--- config.mk ---
export PLATFORM = sky130hd
export DESIGN_NAME = mem_arbiter_flat
export DESIGN_NICKNAME = d
export VERILOG_FILES = /design/src/rtl/mem_arbiter_if.sv /design/src/rtl/mem_arbiter.sv /design/src/flat_wrapper.sv
export SDC_FILE = /design/constraint.sdc
export NUM_CORES = 1
export LEC_CHECK = 0
export CORE_MARGIN = 2
export CORE_UTILIZATION = 70
export CTS_BUF_LIST = sky130_fd_sc_hd__clkbuf_2
export DETAILED_ROUTE_END_ITERATION = 7
export DONT_BUFFER_PORTS = 1
export GPL_TIMING_DRIVEN = 0
export PLACE_DENSITY = 0.87
export SLEW_MARGIN = 20
export SYNTH_ARGS = -nofsm -noshare
export SYNTH_HDL_FRONTEND = slang
export SYNTH_SLANG_ARGS = --single-unit
--- constraint.sdc ---
create_clock -name clk -period 4.5 [get_ports clk]
set_clock_uncertainty 0.15 [all_clocks]
set_input_delay 0.225 -clock clk [delete_from_list [all_inputs] [get_ports clk]]
set_output_delay 0.225 -clock clk [all_outputs]
set_load 0.005 [all_outputs]
--- src/rtl/mem_arbiter_if.sv ---
// Bundles the CPU port, loader port, and memory-side bus of mem_arbiter.
// The slave modport is the arbiter's view; the master modport is the surrounding system's view.
interface mem_arbiter_if #(
  parameter int unsigned ADDR_W = 8,
  parameter int unsigned DATA_W = 8
) ();

  logic              cpu_rd;
  logic              cpu_wr;
  logic [ADDR_W-1:0] cpu_addr;
  logic [DATA_W-1:0] cpu_wdata;
  logic [DATA_W-1:0] cpu_rdata;
  logic              cpu_ack;
  logic              cpu_stall;

  logic              ld_req;
  logic              ld_we;
  logic [ADDR_W-1:0] ld_addr;
  logic [DATA_W-1:0] ld_wdata;
  logic [DATA_W-1:0] ld_rdata;
  logic              ld_ack;

  logic              mem_en;
  logic              mem_we;
  logic [ADDR_W-1:0] mem_addr;
  logic [DATA_W-1:0] mem_wdata;
  logic [DATA_W-1:0] mem_rdata;

  logic              busy;

  modport slave (
    input  cpu_rd, cpu_wr, cpu_addr, cpu_wdata,
    input  ld_req, ld_we, ld_addr, ld_wdata,
    input  mem_rdata,
    output cpu_rdata, cpu_ack, cpu_stall,
    output ld_rdata, ld_ack,
    output mem_en, mem_we, mem_addr, mem_wdata,
    output busy
  );

  modport master (
    output cpu_rd, cpu_wr, cpu_addr, cpu_wdata,
    output ld_req, ld_we, ld_addr, ld_wdata,
    output mem_rdata,
    input  cpu_rdata, cpu_ack, cpu_stall,
    input  ld_rdata, ld_ack,
    input  mem_en, mem_we, mem_addr, mem_wdata,
    input  busy
  );

endinterface

--- src/rtl/mem_arbiter.sv ---
// Round-robin arbiter sharing one fixed-latency data memory between the CPU
// control path and the boot/debug loader; one transaction at a time, one-cycle ack.
module mem_arbiter #(
  parameter int unsigned ADDR_W  = 8,
  parameter int unsigned DATA_W  = 8,
  parameter int unsigned MEM_LAT = 2
) (
  input  logic         clk,
  input  logic         rst,
  mem_arbiter_if.slave bus
);

  localparam int unsigned CNT_W = 4;

  localparam logic [1:0] S_IDLE   = 2'd0;
  localparam logic [1:0] S_ACCESS = 2'd1;
  localparam logic [1:0] S_DONE   = 2'd2;

  localparam logic OWN_CPU = 1'b0;
  localparam logic OWN_LD  = 1'b1;

  logic [1:0]        state_q,      state_d;
  logic [CNT_W-1:0]  cnt_q,        cnt_d;
  logic              owner_q,      owner_d;
  logic              last_owner_q, last_owner_d;
  logic              we_q,         we_d;
  logic [ADDR_W-1:0] addr_q,       addr_d;
  logic [DATA_W-1:0] wdata_q,      wdata_d;
  logic              mem_en_q,     mem_en_d;
  logic              mem_we_q,     mem_we_d;
  logic              cpu_ack_q,    cpu_ack_d;
  logic              ld_ack_q,     ld_ack_d;
  logic [DATA_W-1:0] cpu_rdata_q,  cpu_rdata_d;
  logic [DATA_W-1:0] ld_rdata_q,   ld_rdata_d;
  logic              busy_q;

  logic req_cpu;
  logic req_ld;
  logic grant_ld;

  // A simultaneous rd+wr from the CPU is a request; the write strobe decides direction.
  assign req_cpu = bus.cpu_rd | bus.cpu_wr;
  assign req_ld  = bus.ld_req;

  // On a tie the owner opposite the previous one wins, so grants alternate.
  always_comb begin
    grant_ld = req_ld;
    if (req_cpu && req_ld) begin
      grant_ld = (last_owner_q == OWN_CPU);
    end
  end

  // Next-state and next-output logic.
  always_comb begin
    state_d      = state_q;
    cnt_d        = cnt_q;
    owner_d      = owner_q;
    last_owner_d = last_owner_q;
    we_d         = we_q;
    addr_d       = addr_q;
    wdata_d      = wdata_q;
    mem_en_d     = 1'b0;
    mem_we_d     = 1'b0;
    cpu_ack_d    = 1'b0;
    ld_ack_d     = 1'b0;
    cpu_rdata_d  = cpu_rdata_q;
    ld_rdata_d   = ld_rdata_q;

    case (state_q)
      S_IDLE: begin
        if (req_cpu || req_ld) begin
          if (grant_ld) begin
            owner_d = OWN_LD;
            addr_d  = bus.ld_addr;
            wdata_d = bus.ld_wdata;
            we_d    = bus.ld_we;
          end else begin
            owner_d = OWN_CPU;
            addr_d  = bus.cpu_addr;
            wdata_d = bus.cpu_wdata;
            we_d    = bus.cpu_wr;
          end
          cnt_d    = CNT_W'(MEM_LAT - 1);
          mem_en_d = 1'b1;
          mem_we_d = we_d;
          state_d  = S_ACCESS;
        end
      end

      S_ACCESS: begin
        if (cnt_q == '0) begin
          // Read data is valid on the last access cycle.
          if (!we_q) begin
            if (owner_q == OWN_LD) begin
              ld_rdata_d = bus.mem_rdata;
            end else begin
              cpu_rdata_d = bus.mem_rdata;
            end
          end
          cpu_ack_d = (owner_q == OWN_CPU);
          ld_ack_d  = (owner_q == OWN_LD);
          state_d   = S_DONE;
        end else begin
          cnt_d    = cnt_q - CNT_W'(1);
          mem_en_d = 1'b1;
          mem_we_d = we_q;
        end
      end

      S_DONE: begin
        last_owner_d = owner_q;
        state_d      = S_IDLE;
      end

      default: begin
        state_d = S_IDLE;
      end
    endcase
  end

  // State and registered outputs; reset aborts any transaction in flight.
  always_ff @(posedge clk or posedge rst) begin
    if (rst) begin
      state_q      <= S_IDLE;
      cnt_q        <= '0;
      owner_q      <= OWN_CPU;
      last_owner_q <= OWN_LD;
      we_q         <= 1'b0;
      addr_q       <= '0;
      wdata_q      <= '0;
      mem_en_q     <= 1'b0;
      mem_we_q     <= 1'b0;
      cpu_ack_q    <= 1'b0;
      ld_ack_q     <= 1'b0;
      cpu_rdata_q  <= '0;
      ld_rdata_q   <= '0;
      busy_q       <= 1'b0;
    end else begin
      state_q      <= state_d;
      cnt_q        <= cnt_d;
      owner_q      <= owner_d;
      last_owner_q <= last_owner_d;
      we_q         <= we_d;
      addr_q       <= addr_d;
      wdata_q      <= wdata_d;
      mem_en_q     <= mem_en_d;
      mem_we_q     <= mem_we_d;
      cpu_ack_q    <= cpu_ack_d;
      ld_ack_q     <= ld_ack_d;
      cpu_rdata_q  <= cpu_rdata_d;
      ld_rdata_q   <= ld_rdata_d;
      busy_q       <= (state_d != S_IDLE);
    end
  end

  assign bus.mem_en    = mem_en_q;
  assign bus.mem_we    = mem_we_q;
  assign bus.mem_addr  = addr_q;
  assign bus.mem_wdata = wdata_q;
  assign bus.cpu_ack   = cpu_ack_q;
  assign bus.ld_ack    = ld_ack_q;
  assign bus.cpu_rdata = cpu_rdata_q;
  assign bus.ld_rdata  = ld_rdata_q;
  assign bus.busy      = busy_q;

  // Stall follows the live request and drops in the ack cycle.
  assign bus.cpu_stall = req_cpu & ~cpu_ack_q;

endmodule

--- src/flat_wrapper.sv ---
// flat-port wrapper written by rule: the top's interface ports become plain ports
module mem_arbiter_flat 
#(
  parameter int unsigned ADDR_W  = 8,
  parameter int unsigned DATA_W  = 8,
  parameter int unsigned MEM_LAT = 2
)
  (clk, rst, bus_cpu_rd, bus_cpu_wr, bus_cpu_addr, bus_cpu_wdata, bus_ld_req, bus_ld_we, bus_ld_addr, bus_ld_wdata, bus_mem_rdata, bus_cpu_rdata, bus_cpu_ack, bus_cpu_stall, bus_ld_rdata, bus_ld_ack, bus_mem_en, bus_mem_we, bus_mem_addr, bus_mem_wdata, bus_busy);
  mem_arbiter_if #(.ADDR_W(ADDR_W), .DATA_W(DATA_W)) bus_i ();
  input  logic clk;
  input  logic rst;
  input wire logic [$bits(bus_i.cpu_rd)-1:0] bus_cpu_rd;
  input wire logic [$bits(bus_i.cpu_wr)-1:0] bus_cpu_wr;
  input wire logic [$bits(bus_i.cpu_addr)-1:0] bus_cpu_addr;
  input wire logic [$bits(bus_i.cpu_wdata)-1:0] bus_cpu_wdata;
  input wire logic [$bits(bus_i.ld_req)-1:0] bus_ld_req;
  input wire logic [$bits(bus_i.ld_we)-1:0] bus_ld_we;
  input wire logic [$bits(bus_i.ld_addr)-1:0] bus_ld_addr;
  input wire logic [$bits(bus_i.ld_wdata)-1:0] bus_ld_wdata;
  input wire logic [$bits(bus_i.mem_rdata)-1:0] bus_mem_rdata;
  output wire logic [$bits(bus_i.cpu_rdata)-1:0] bus_cpu_rdata;
  output wire logic [$bits(bus_i.cpu_ack)-1:0] bus_cpu_ack;
  output wire logic [$bits(bus_i.cpu_stall)-1:0] bus_cpu_stall;
  output wire logic [$bits(bus_i.ld_rdata)-1:0] bus_ld_rdata;
  output wire logic [$bits(bus_i.ld_ack)-1:0] bus_ld_ack;
  output wire logic [$bits(bus_i.mem_en)-1:0] bus_mem_en;
  output wire logic [$bits(bus_i.mem_we)-1:0] bus_mem_we;
  output wire logic [$bits(bus_i.mem_addr)-1:0] bus_mem_addr;
  output wire logic [$bits(bus_i.mem_wdata)-1:0] bus_mem_wdata;
  output wire logic [$bits(bus_i.busy)-1:0] bus_busy;
  assign bus_i.cpu_rd = bus_cpu_rd;
  assign bus_i.cpu_wr = bus_cpu_wr;
  assign bus_i.cpu_addr = bus_cpu_addr;
  assign bus_i.cpu_wdata = bus_cpu_wdata;
  assign bus_i.ld_req = bus_ld_req;
  assign bus_i.ld_we = bus_ld_we;
  assign bus_i.ld_addr = bus_ld_addr;
  assign bus_i.ld_wdata = bus_ld_wdata;
  assign bus_i.mem_rdata = bus_mem_rdata;
  assign bus_cpu_rdata = bus_i.cpu_rdata;
  assign bus_cpu_ack = bus_i.cpu_ack;
  assign bus_cpu_stall = bus_i.cpu_stall;
  assign bus_ld_rdata = bus_i.ld_rdata;
  assign bus_ld_ack = bus_i.ld_ack;
  assign bus_mem_en = bus_i.mem_en;
  assign bus_mem_we = bus_i.mem_we;
  assign bus_mem_addr = bus_i.mem_addr;
  assign bus_mem_wdata = bus_i.mem_wdata;
  assign bus_busy = bus_i.busy;
  mem_arbiter #(.ADDR_W(ADDR_W), .DATA_W(DATA_W), .MEM_LAT(MEM_LAT)) u_core (.clk(clk), .rst(rst), .bus(bus_i));
endmodule
---- Word-level counts from Yosys, hierarchy flattened ----
Index checks and enable logic that the tools add are counted.
word-level totals
  register bits ........................... 46
  input bits .............................. 46
  word-level logic and storage cells ...... 56
  output and inout bits ................... 38
cells by class
  reduce and logical (&&, ||, !) cells .... 10
  bitwise operators ....................... 6
  $add $sub $neg .......................... 1
  equal/unequal tests ..................... 4
  multiplexer cells ....................... 21
operators by type and width
  operator               number
  $mux W8                2
  $mux W1                11
  $mux W4                2
  $pmux W4 S2            1
  $reduce_and A4 Y1      2
  $logic_not A4 Y1       1
  $mux W2                2
  $not A1 Y1             4
  $pmux W1 S2            2
  $pmux W2 S2            1
  $reduce_bool A2 Y1     2
  $sub A4 B1 Y4 const B  1
  $reduce_and A3 Y1      1
  $eq A2 B1 Y1 const B   1
  $eq A2 B2 Y1 const B   1
  $logic_not A2 Y1       1
  $ne A2 B1 Y1 const B   1
  $ne A2 B2 Y1 const B   1
  $reduce_and A2 Y1      1
  $and A1 B1 Y1          1
  $logic_and A1 B1 Y1    1
  $logic_or A1 B1 Y1     1
  $or A1 B1 Y1           1

---- Longest topological paths before layout ----
Gate-level depths: netlist of run 1.
  depth in word-level cells ............... 6
  mapped depth ............................ 5
  depth with buffers taken out ............ 5

---- Least setup slack after synthesis of run 1 ----
Ideal clock, no wire load.
  path kind ............................... flip-flop to flip-flop
  start point ............................. register u_core.cnt_q[0]
  end point ............................... register u_core.cnt_q[1]
  setup slack ............................. 2.632 ns
  required time ........................... 4.225 ns
  library setup time ...................... 0.125 ns
  stages on the path, launching flop included .. 6
  arrival ................................. 1.593 ns
  path through ............................ dfrtp_1 > inv_1 > ha_1 > or3b_4 > a22o_4 > mux2_4
on the way
  cells in the longest elaborated chain, start to end .. 3
RTL lines
  what                                               line                                   source
  from (decl)                                        mem_arbiter.sv:23                      logic [CNT_W-1:0] cnt_q, cnt_d;
  from (signal assigned)                             mem_arbiter.sv:140                     cnt_q <= cnt_d;
  $sub A4 B1 Y4 or $logic_not A4 Y1 (tied branches)  mem_arbiter.sv:104, mem_arbiter.sv:91
  $mux W4 or $ne A2 B2 Y1 (tied branches)            -
  $pmux W4 S2 or $reduce_and A3 Y1 (tied branches)   -
Several ways; a longest one is shown, not always the timed one. The select of a mux whose other input is x is not followed.
A chain may end at the register's enable or synchronous reset.

---- Worst setup path in the final report of run 1 ----
  start point ............................. register u_core.state_q[0]
  end point ............................... register u_core.wdata_q[2] (netlist: u_core.bus.mem_wdata[2])
on the way
  cells in the longest elaborated chain, start to end .. 2
RTL lines
  what                                line                source
  from (decl)                         mem_arbiter.sv:22   logic [1:0] state_q, state_d;
  from (signal assigned)              mem_arbiter.sv:139  state_q <= state_d;
  $logic_not A2 Y1                    mem_arbiter.sv:69   case (state_q)
  $reduce_and A2 Y1 (no source line)  -
  to (signal assigned)                mem_arbiter.sv:145  wdata_q <= wdata_d;
  to (decl)                           mem_arbiter.sv:28   logic [DATA_W-1:0] wdata_q, wdata_d;
No other way between the ends.

==> results.ini, run 1 <==
[timing]
grt_setup_unrepaired=no
fin_crit_sh=0.5933
finalCriticalPeriod_ns=2.670
fin_ws_ns=1.830
whs_ns=0.04045
max_slew.worst_pin.slew_ns=0.6636
finalMaxSlewViolations=0
max_freq_mhz=374.6
fin_setup_tns_ns=0
setup_viol=0
hold_viol=0
maxSlewHeadroom=0.5547

[yosys]
yosys.cell_count.top_type=dfrtp_1
synth-seq-cells=46
synthArstFlopShare=1.000
ys_seq_area_frac=0.5585
synth_nets=235
synth_ff_type=dfrtp_1
yosysTopAreaCell=dfrtp_1
synth_cell_types=34
synth.avg_cell_area_um2=10.97
synth_area_um2=2063
synth_top_cell_area_share=0.5458
yosys_warnings=0
synthTopCellsByCount=dfrtp_1 (45), o21ai_0 (20), nand3_1 (19)
synth_cells=188
ys_top_cells_by_area=dfrtp_1 (55%), mux2_2 (9.3%), a31oi_1 (4.9%), o21ai_0 (4.9%), nand3_1 (4.6%)
synth_edf_count=0

[setup_path]
cp-start-kind=register
path_cells=or2_2, nor2_1, buf_2, a31oi_1, dlygate4sd3_1
crit_fanout=10
cp-end-kind=register
required_ns=4.71
critical_path_buf_inv_count=2
critPathTopFamily=buffers and inverters
cp.depth=5
r2r_cells=5
timing.rr.start=u_core.state_q[0]
r2r_slack_ns=1.83
cp_slowest_stage_delay_ns=0.60
reg2reg_to=u_core.bus.mem_wdata[2]
arrival_ns=2.88
critPathSlowestCell=dlygate4sd3_1
crit_type=reg2reg

[final_layout]
nNetsFinal=291
area_growth_syn_to_layout_pct=28.38
final_cell_area_um2=2649
final_cell_count_no_fill=276
drive_gt1_frac=0.1755
utilization=0.9523
antenna_cells=0

[placement]
portBuffers=0
hpwl_mm=3.117
post_dp_cell_area_um2=2122
dp_cells=220
pre_cts_ws_ns=2.502
gp_congestion=0.7819

[global_routing]
top_usage_layer=met2
use_met2=0.7640
grt_start_max_net_pins=30
grt_overflow_total=0
grt_util_all_layers=0.4676
grt_pass1_wl_mm=11.52
grt_pass1_vias=2134
use_met3=0.1582
grt_use_met1=0.5457
antenna_found_initial=0

[clocking]
cts_sinks=46
path_clk_slew_ns=0.28
cts_tree=done
numCtsBuffers=5
worstSkewPairLatency_ns=0.47
ctsRootBufferMaster=clkbuf_2
cts.path.max_buffers=2
htree_levels=2

[power_and_ir_drop]
p_per_area_nw_per_um2=707.7
finalPower_mw=1.874
irDropWorstVdd_v=0.0005872
leakage_nw=1.106

[routing]
drcViolationCount=0
post_drt_wl_per_cell_um=27.39
drtIter0Drc=286
vias=2174
wirelength_mm=7.561
first_pass_iters=7
drtAntennaViolNets=0
routed_via_density=7.877

[die]
core_area_um2=2781
die_w_um=58.29
start_util=0.7418
rows=19
die_h_um=58.29
die_area_um2=3398
pin_count=84

[hold_path]
hold_path.class=in2async

[outcome]
outcome=complete, no violations

[run]
maxCapViolations=0

-- report_power, final --
group / switching (mW) / leakage (nW) / internal [mW]
Combinational: 0.438 / 0.540 / 0.420
Clock: 0.149 / 0.0289 / 0.0382
Sequential: 0.212 / 0.537 / 0.617
-- flip-flops by register name, indices dropped and copies added (netlist names) --
| name | count |
|---|---|
| u_core.bus.busy | 1 |
| u_core.bus.cpu_ack | 1 |
| u_core.bus.cpu_rdata | 8 |
| u_core.bus.ld_ack | 1 |
| u_core.bus.ld_rdata | 8 |
| u_core.bus.mem_addr | 8 |
| u_core.bus.mem_en | 1 |
| u_core.bus.mem_wdata | 8 |
| u_core.bus.mem_we | 1 |
| u_core.cnt_q | 4 |
| u_core.last_owner_q | 1 |
| u_core.owner_q | 1 |
| u_core.state_q | 2 |
| u_core.we_q | 1 |
-- cell type report --
class                   instances  area [um^2]
clock buffers                   5        25.02
flip-flops and latches         46         1152
well taps                      31        38.79
plain buffers                  10        47.55
clock inverters                 3        21.27
repair buffers                 49        500.5
fillers                        60        132.6
multi-input cells             127        844.6
inverters                       5        18.77
-- worst max-delay path by stage --
stage	startpoint	endpoint
finish	u_core.state_q[0]	u_core.bus.mem_wdata[2]
global route	u_core.state_q[0]	u_core.bus.mem_wdata[2]
CTS	u_core.state_q[1]	u_core.bus.mem_addr[2]
detailed placement	u_core.cnt_q[0]	u_core.cnt_q[1]
global placement	u_core.cnt_q[0]	u_core.cnt_q[1]
floorplan	u_core.cnt_q[0]	u_core.cnt_q[1]
-- worst register-to-register path, cell delays in order (launching register included) --
cell and delay (ns):
dfrtp_1 0.53, or2_2 0.38, nor2_1 0.45, buf_2 0.33, a31oi_1 0.12, dlygate4sd3_1 0.60
-- logic make-up after synthesis --
kind of cell / synth area share
multiplexers: 0.1049
adder cells (fa/ha/maj): 0.006063
AO/OA/AOI/OAI: 0.1753
AND/OR/NAND/NOR: 0.1231
flip-flops: 0.5585
buffers and inverters: 0.03214
-- layer usage --
| layer | vias to the layer above | wire [um] |
|---|---|---|
| met5 | - | 0 |
| met4 | 0 | 596 |
| met3 | 90 | 1048 |
| met2 | 268 | 3566 |
| met1 | 1013 | 2350 |
| li1 | 803 | - |
-- cells in the final DEF, fill, tap and decap left out, types with 2 or more instances in the layout --
master	n
nand3_1	19
clkbuf_1	4
nor3_1	3
a21oi_1	16
o21a_1	2
mux2_2	17
dlygate4sd3_1	48
clkbuf_2	5
nor2b_1	4
nand2_1	2
buf_2	5
o21ai_0	20
nand4_2	2
inv_1	4
nor2_1	8
nand2b_1	2
dfrtp_1	45
a31oi_1	16
-- what timing repair did --
| action | in CTS | in global routing |
|---|---|---|
| setup buffers | 0 | 0 |
| resized for setup | 0 | 0 |
| hold buffers | 48 | 0 |
| endpoints found under the setup margin | 0 | 0 |
| hold endpoints to repair | 82 | 0 |
Note: power is estimated with default switching activity, not from simulation.
==> run 2, diff against run 1 <==
CORE_UTILIZATION = 59   (was 70)
PLACE_DENSITY = 0.79   (was 0.87)
clock period = 2.31 ns   (was 4.5 ns; I/O delays follow)
==> run 2 against run 1 <==
Effect of this change:
- register-to-register slack worse by 1.8 ns
- sequential power grew 91%
- total power increased by 85%
- critical path type unchanged
- largest power group is now registers
==> results.ini, run 2 (same netlist as run 1, synthesis figures left out) <==
[final_layout]
utilization=0.8331
nNetsFinal=296
nFillCells=160
mostFrequentLayoutCells=dlygate4sd3_1 (53), dfrtp_1 (45), o21ai_0 (20)
area_growth_syn_to_layout_pct=34.75
drive_gt1_frac=0.1800
layout_commonest_cell=dlygate4sd3_1
antenna_cells=0

[global_routing]
grt_pass1_wl_mm=10.89
grt_overflow_total=0
antenna_found_initial=0
grt_pass1_vias=2176
use_met3=0.1036
grt_start_max_net_pins=27
grt_util_all_layers=0.3578
grt_use_met1=0.3856
use_met2=0.6037
top_usage_layer=met2

[setup_path]
critPathSlowestCell=dlygate4sd3_1
required_ns=2.51
crit_type=reg2reg
critical_path_buf_inv_count=1
critPathTopFamily=simple AND/OR/NAND/NOR gates
cp-end-kind=register
critPathLaunch=u_core.state_q[1]
cp_slowest_stage_delay_ns=0.59
path_cells=or2_2, nor2_1, a31oi_1, dlygate4sd3_1
cp-start-kind=register
timing.rr.start=u_core.state_q[1]
crit_fanout=7
arrival_ns=2.50

[clocking]
cts.path.max_buffers=2
cts_sinks=46
path_clk_slew_ns=0.24
ctsRootBufferMaster=clkbuf_2
worstSkewPairLatency_ns=0.42
htree_levels=2
numCtsBuffers=5
cts_tree=done

[timing]
fin_crit_sh=0.9955
hold_viol=0
finalMaxSlewViolations=0
max_freq_mhz=434.9
fin_setup_tns_ns=0
setup_viol=0
maxSlewHeadroom=0.6164
grt_setup_unrepaired=no
finalCriticalPeriod_ns=2.300
max_slew.worst_pin.slew_ns=0.5715
fin_ws_ns=0.01041

[power_and_ir_drop]
leakage_nw=1.162
p_per_area_nw_per_um2=1248
irDropWorstVdd_v=0.0006916

[placement]
pre_cts_ws_ns=0.3319
hpwl_mm=3.378
portBuffers=0
gp_congestion=0.7888

[routing]
first_pass_iters=5
vias=2028
post_drt_wl_per_cell_um=22.46
drtAntennaViolNets=0
drtIter0Drc=229
wirelength_mm=6.647
drcViolationCount=0
routed_via_density=6.851

[die]
start_util=0.6183
die_area_um2=3986
die_w_um=63.14
core_area_um2=3337
die_h_um=63.14
rows=21
pin_count=84

[hold_path]
hold_start=bus_cpu_rd
hold_path.class=in2reg

[run]
maxCapViolations=0

[outcome]
outcome=complete, no violations

[run 2: cell count changes in the layout (fill, tap and decap cells not counted), moves of 2 or more]
cell           change
bufinv_16          +2
clkbuf_1           -2
clkbuf_2           +2
dlygate4sd3_1      +5
[run 2: worst paths after layout]
check / slack [ns] / end / cells past startpoint
min reg2reg: 0.38 / u_core.cnt_q[3] / 1
max: 0.01 / u_core.bus.mem_addr[0] / 4
max in group asynchronous: 0.88 / u_core.last_owner_q / 4
min in group asynchronous: 0.56 / u_core.bus.mem_wdata[0] / 3
max reg2reg: 0.01 / u_core.bus.mem_addr[0] / 4
min: 0.07 / u_core.bus.mem_addr[7] / 3
[run 2: worst reg2reg max path, delay by kind of cell, from the launching register on]
kind	cells	cell delay, ns
DFF	1	0.52
and+or+nand+nor	2	0.82
buffers and inverters	1	0.59
AOI/OAI and AO/OA	1	0.16
[run 2: per-stage QoR]
stage                     instance area [um^2]  hold WS (ns)  std cells  power, mW
after floorplan                           2063        0.1161        188      2.360
after global placement                    2121        0.1183        234      2.571
after detailed placement                  2148       -0.1030        235      2.676
after CTS                                 2783       0.03128        297      3.323
after global routing                      2780       0.08685        296      3.654
final                                     2780       0.06652        296      3.469
[run 2: cell type report]
class | instances | area (um^2) | area share
buffer | 10 | 50.05 | 0.01800
clock buffer | 5 | 25.02 | 0.009001
clock inverter | 3 | 68.82 | 0.02475
inverter | 5 | 18.77 | 0.006751
multi-input combinational | 127 | 849.6 | 0.3056
sequential | 46 | 1152 | 0.4145
tap | 46 | 57.56 | 0.02070
timing repair buffer | 54 | 558.0 | 0.2007
[run 2: power by group]
group / leakage, nW / internal, mW / total (mW) / switching (mW)
Clock: 0.0532 / 0.293 / 0.559 / 0.266
Combinational: 0.573 / 0.616 / 1.33 / 0.718
Sequential: 0.537 / 1.20 / 1.58 / 0.372
[run 2: routing by layer]
metal  vias up  wire, um
li1        815         -
met1       969      2161
met2       187      3327
met3        57       694
met4         0       463
met5         -         0
[run 2: timing repair]
action,in CTS,in global routing
endpoints found under the hold margin,85,0
hold buffers,54,0
endpoints found under the setup margin,0,21
buffers inserted,0,0
resized for setup,0,5
==> run 3, diff against run 2 <==
RECOVER_POWER = 50   (was unset)
==> run 3 against run 2 <==
Effect of this change:
- first-iteration DRC count unchanged
- clock power about the same
- critical endpoint unchanged
- sequential share of layout area up 0.056 points
- highest routed layer unchanged
- via count is 1.8% lower
==> results.ini, run 3 (same netlist as run 1, synthesis figures left out) <==
[outcome]
outcome=complete, no violations

[die]
core_area_um2=3337
rows=21
die_h_um=63.14
die_w_um=63.14
pin_count=84
start_util=0.6183
die_area_um2=3986

[global_routing]
grt_overflow_total=0
grt_start_max_net_pins=27
grt_pass1_vias=2176
grt_util_all_layers=0.3578
antenna_found_initial=0
grt_pass1_wl_mm=10.89

[timing]
fin_crit_sh=0.9623
maxSlewHeadroom=0.4077
finalMaxSlewViolations=0
max_slew.worst_pin.slew_ns=0.8875
max_freq_mhz=449.9
finalCriticalPeriod_ns=2.223
fin_setup_tns_ns=0
grt_setup_unrepaired=no
setup_viol=0
hold_viol=0

[setup_path]
cp_slowest_stage_delay_ns=0.57
path_cells=or2_2, nor2_1, a31oi_1, dlygate4sd3_1
cp-end-kind=register
critical_path_buf_inv_count=1
critPathSlowestCell=dlygate4sd3_1
r2r_cells=4
cp.depth=4
critPathLaunch=u_core.state_q[0]
r2r_slack_ns=0.09
cp-endpoint=u_core.bus.mem_addr[0]
arrival_ns=2.44
cp-start-kind=register
reg2reg_to=u_core.bus.mem_addr[0]
required_ns=2.52
timing.rr.start=u_core.state_q[0]
crit_type=reg2reg
crit_fanout=7
critPathTopFamily=simple AND/OR/NAND/NOR gates

[routing]
drtAntennaViolNets=0
routed_via_density=6.730
wirelength_mm=6.651
drcViolationCount=0
post_drt_wl_per_cell_um=22.47
vias=1992
drtIter0Drc=229
first_pass_iters=5

[clocking]
worstSkewPairLatency_ns=0.43
ctsRootBufferMaster=clkbuf_2
cts_sinks=46
htree_levels=2
numCtsBuffers=5
path_clk_slew_ns=0.26
cts.path.max_buffers=2
cts_tree=done

[placement]
hpwl_mm=3.378
gp_congestion=0.7888
portBuffers=0

[final_layout]
layout_commonest_cell=dlygate4sd3_1
nFillCells=162
mostFrequentLayoutCells=dlygate4sd3_1 (53), dfrtp_1 (45), o21ai_0 (20)
nNetsFinal=296
antenna_cells=0
area_growth_syn_to_layout_pct=34.57
drive_gt1_frac=0.1720

[power_and_ir_drop]
irDropWorstVdd_v=0.0006880
leakage_nw=1.160
finalPower_mw=3.460
p_per_area_nw_per_um2=1246

[hold_path]
hold_start=bus_cpu_rd
hold_path.class=in2reg

[run]
maxCapViolations=0

==> run 3: cell types whose count changed in the layout (fill, tap and decap cells not counted) <==
cell | previous run | this run
buf_4 | 1 | 0
clkbuf_1 | 2 | 3
inv_1 | 4 | 5
inv_2 | 1 | 0
==> run 3: area by class of cell <==
| type | instances | area [um^2] | share of cell area |
|---|---|---|---|
| clock buffer | 5 | 25.02 | 0.009013 |
| clock inverter | 3 | 68.82 | 0.02479 |
| buffer | 10 | 46.29 | 0.01667 |
| tap | 46 | 57.56 | 0.02073 |
| timing repair buffer | 54 | 558.0 | 0.2010 |
| multi-input combinational | 127 | 849.6 | 0.3060 |
| sequential | 46 | 1152 | 0.4151 |
| inverter | 5 | 18.77 | 0.006760 |
==> run 3: worst min-delay path, delay by kind of cell <==
kind	cells	cell delay, ns
compound gates	3	0.50
==> run 3: worst min-delay path by stage <==
stage	endpoint	cells past startpoint
floorplan	u_core.bus.cpu_rdata[0]	1
global route	u_core.bus.mem_addr[7]	3
finish	u_core.bus.mem_addr[7]	3
global placement	u_core.bus.ld_rdata[2]	1
detailed placement	u_core.bus.mem_addr[3]	1
CTS	u_core.bus.mem_addr[7]	3
==> run 3: routing by layer <==
metal | global-route usage | wire length [um] | up-vias
li1 | - | - | 813
met1 | 0.3856 | 2113 | 949
met2 | 0.6037 | 3289 | 173
met3 | 0.1036 | 745 | 57
met4 | 0.2472 | 502 | 0
met5 | 0 | 0 | -
==> run 3: what timing repair did <==
action                                 in CTS  in global routing
setup endpoints to repair                   0                 21
hold buffers                               54                  0
buffers inserted                            0                  0
endpoints found under the hold margin      85                  0
resized for setup                           0                  5
==> run 3: metrics by stage <==
| stage | cell area, um^2 | setup WS, ns | std cells | hold slack, ns | utilization |
|---|---|---|---|---|---|
| after floorplan | 2063 | 0.4423 | 188 | 0.1161 | - |
| after global placement | 2121 | 0.3629 | 234 | 0.1183 | 0.6355 |
| after detailed placement | 2148 | 0.3319 | 235 | -0.1030 | 0.6438 |
| after CTS | 2783 | 0.05248 | 297 | 0.03128 | 0.8339 |
| after global routing | 2776 | 0.0007137 | 296 | 0.08685 | 0.8320 |
| final | 2776 | 0.08704 | 296 | 0.06610 | 0.8320 |
==> run 3: power breakdown <==
part           internal [mW]  switching [mW]
combinational          0.605           0.719
clock                  0.293           0.268
sequential              1.20           0.371
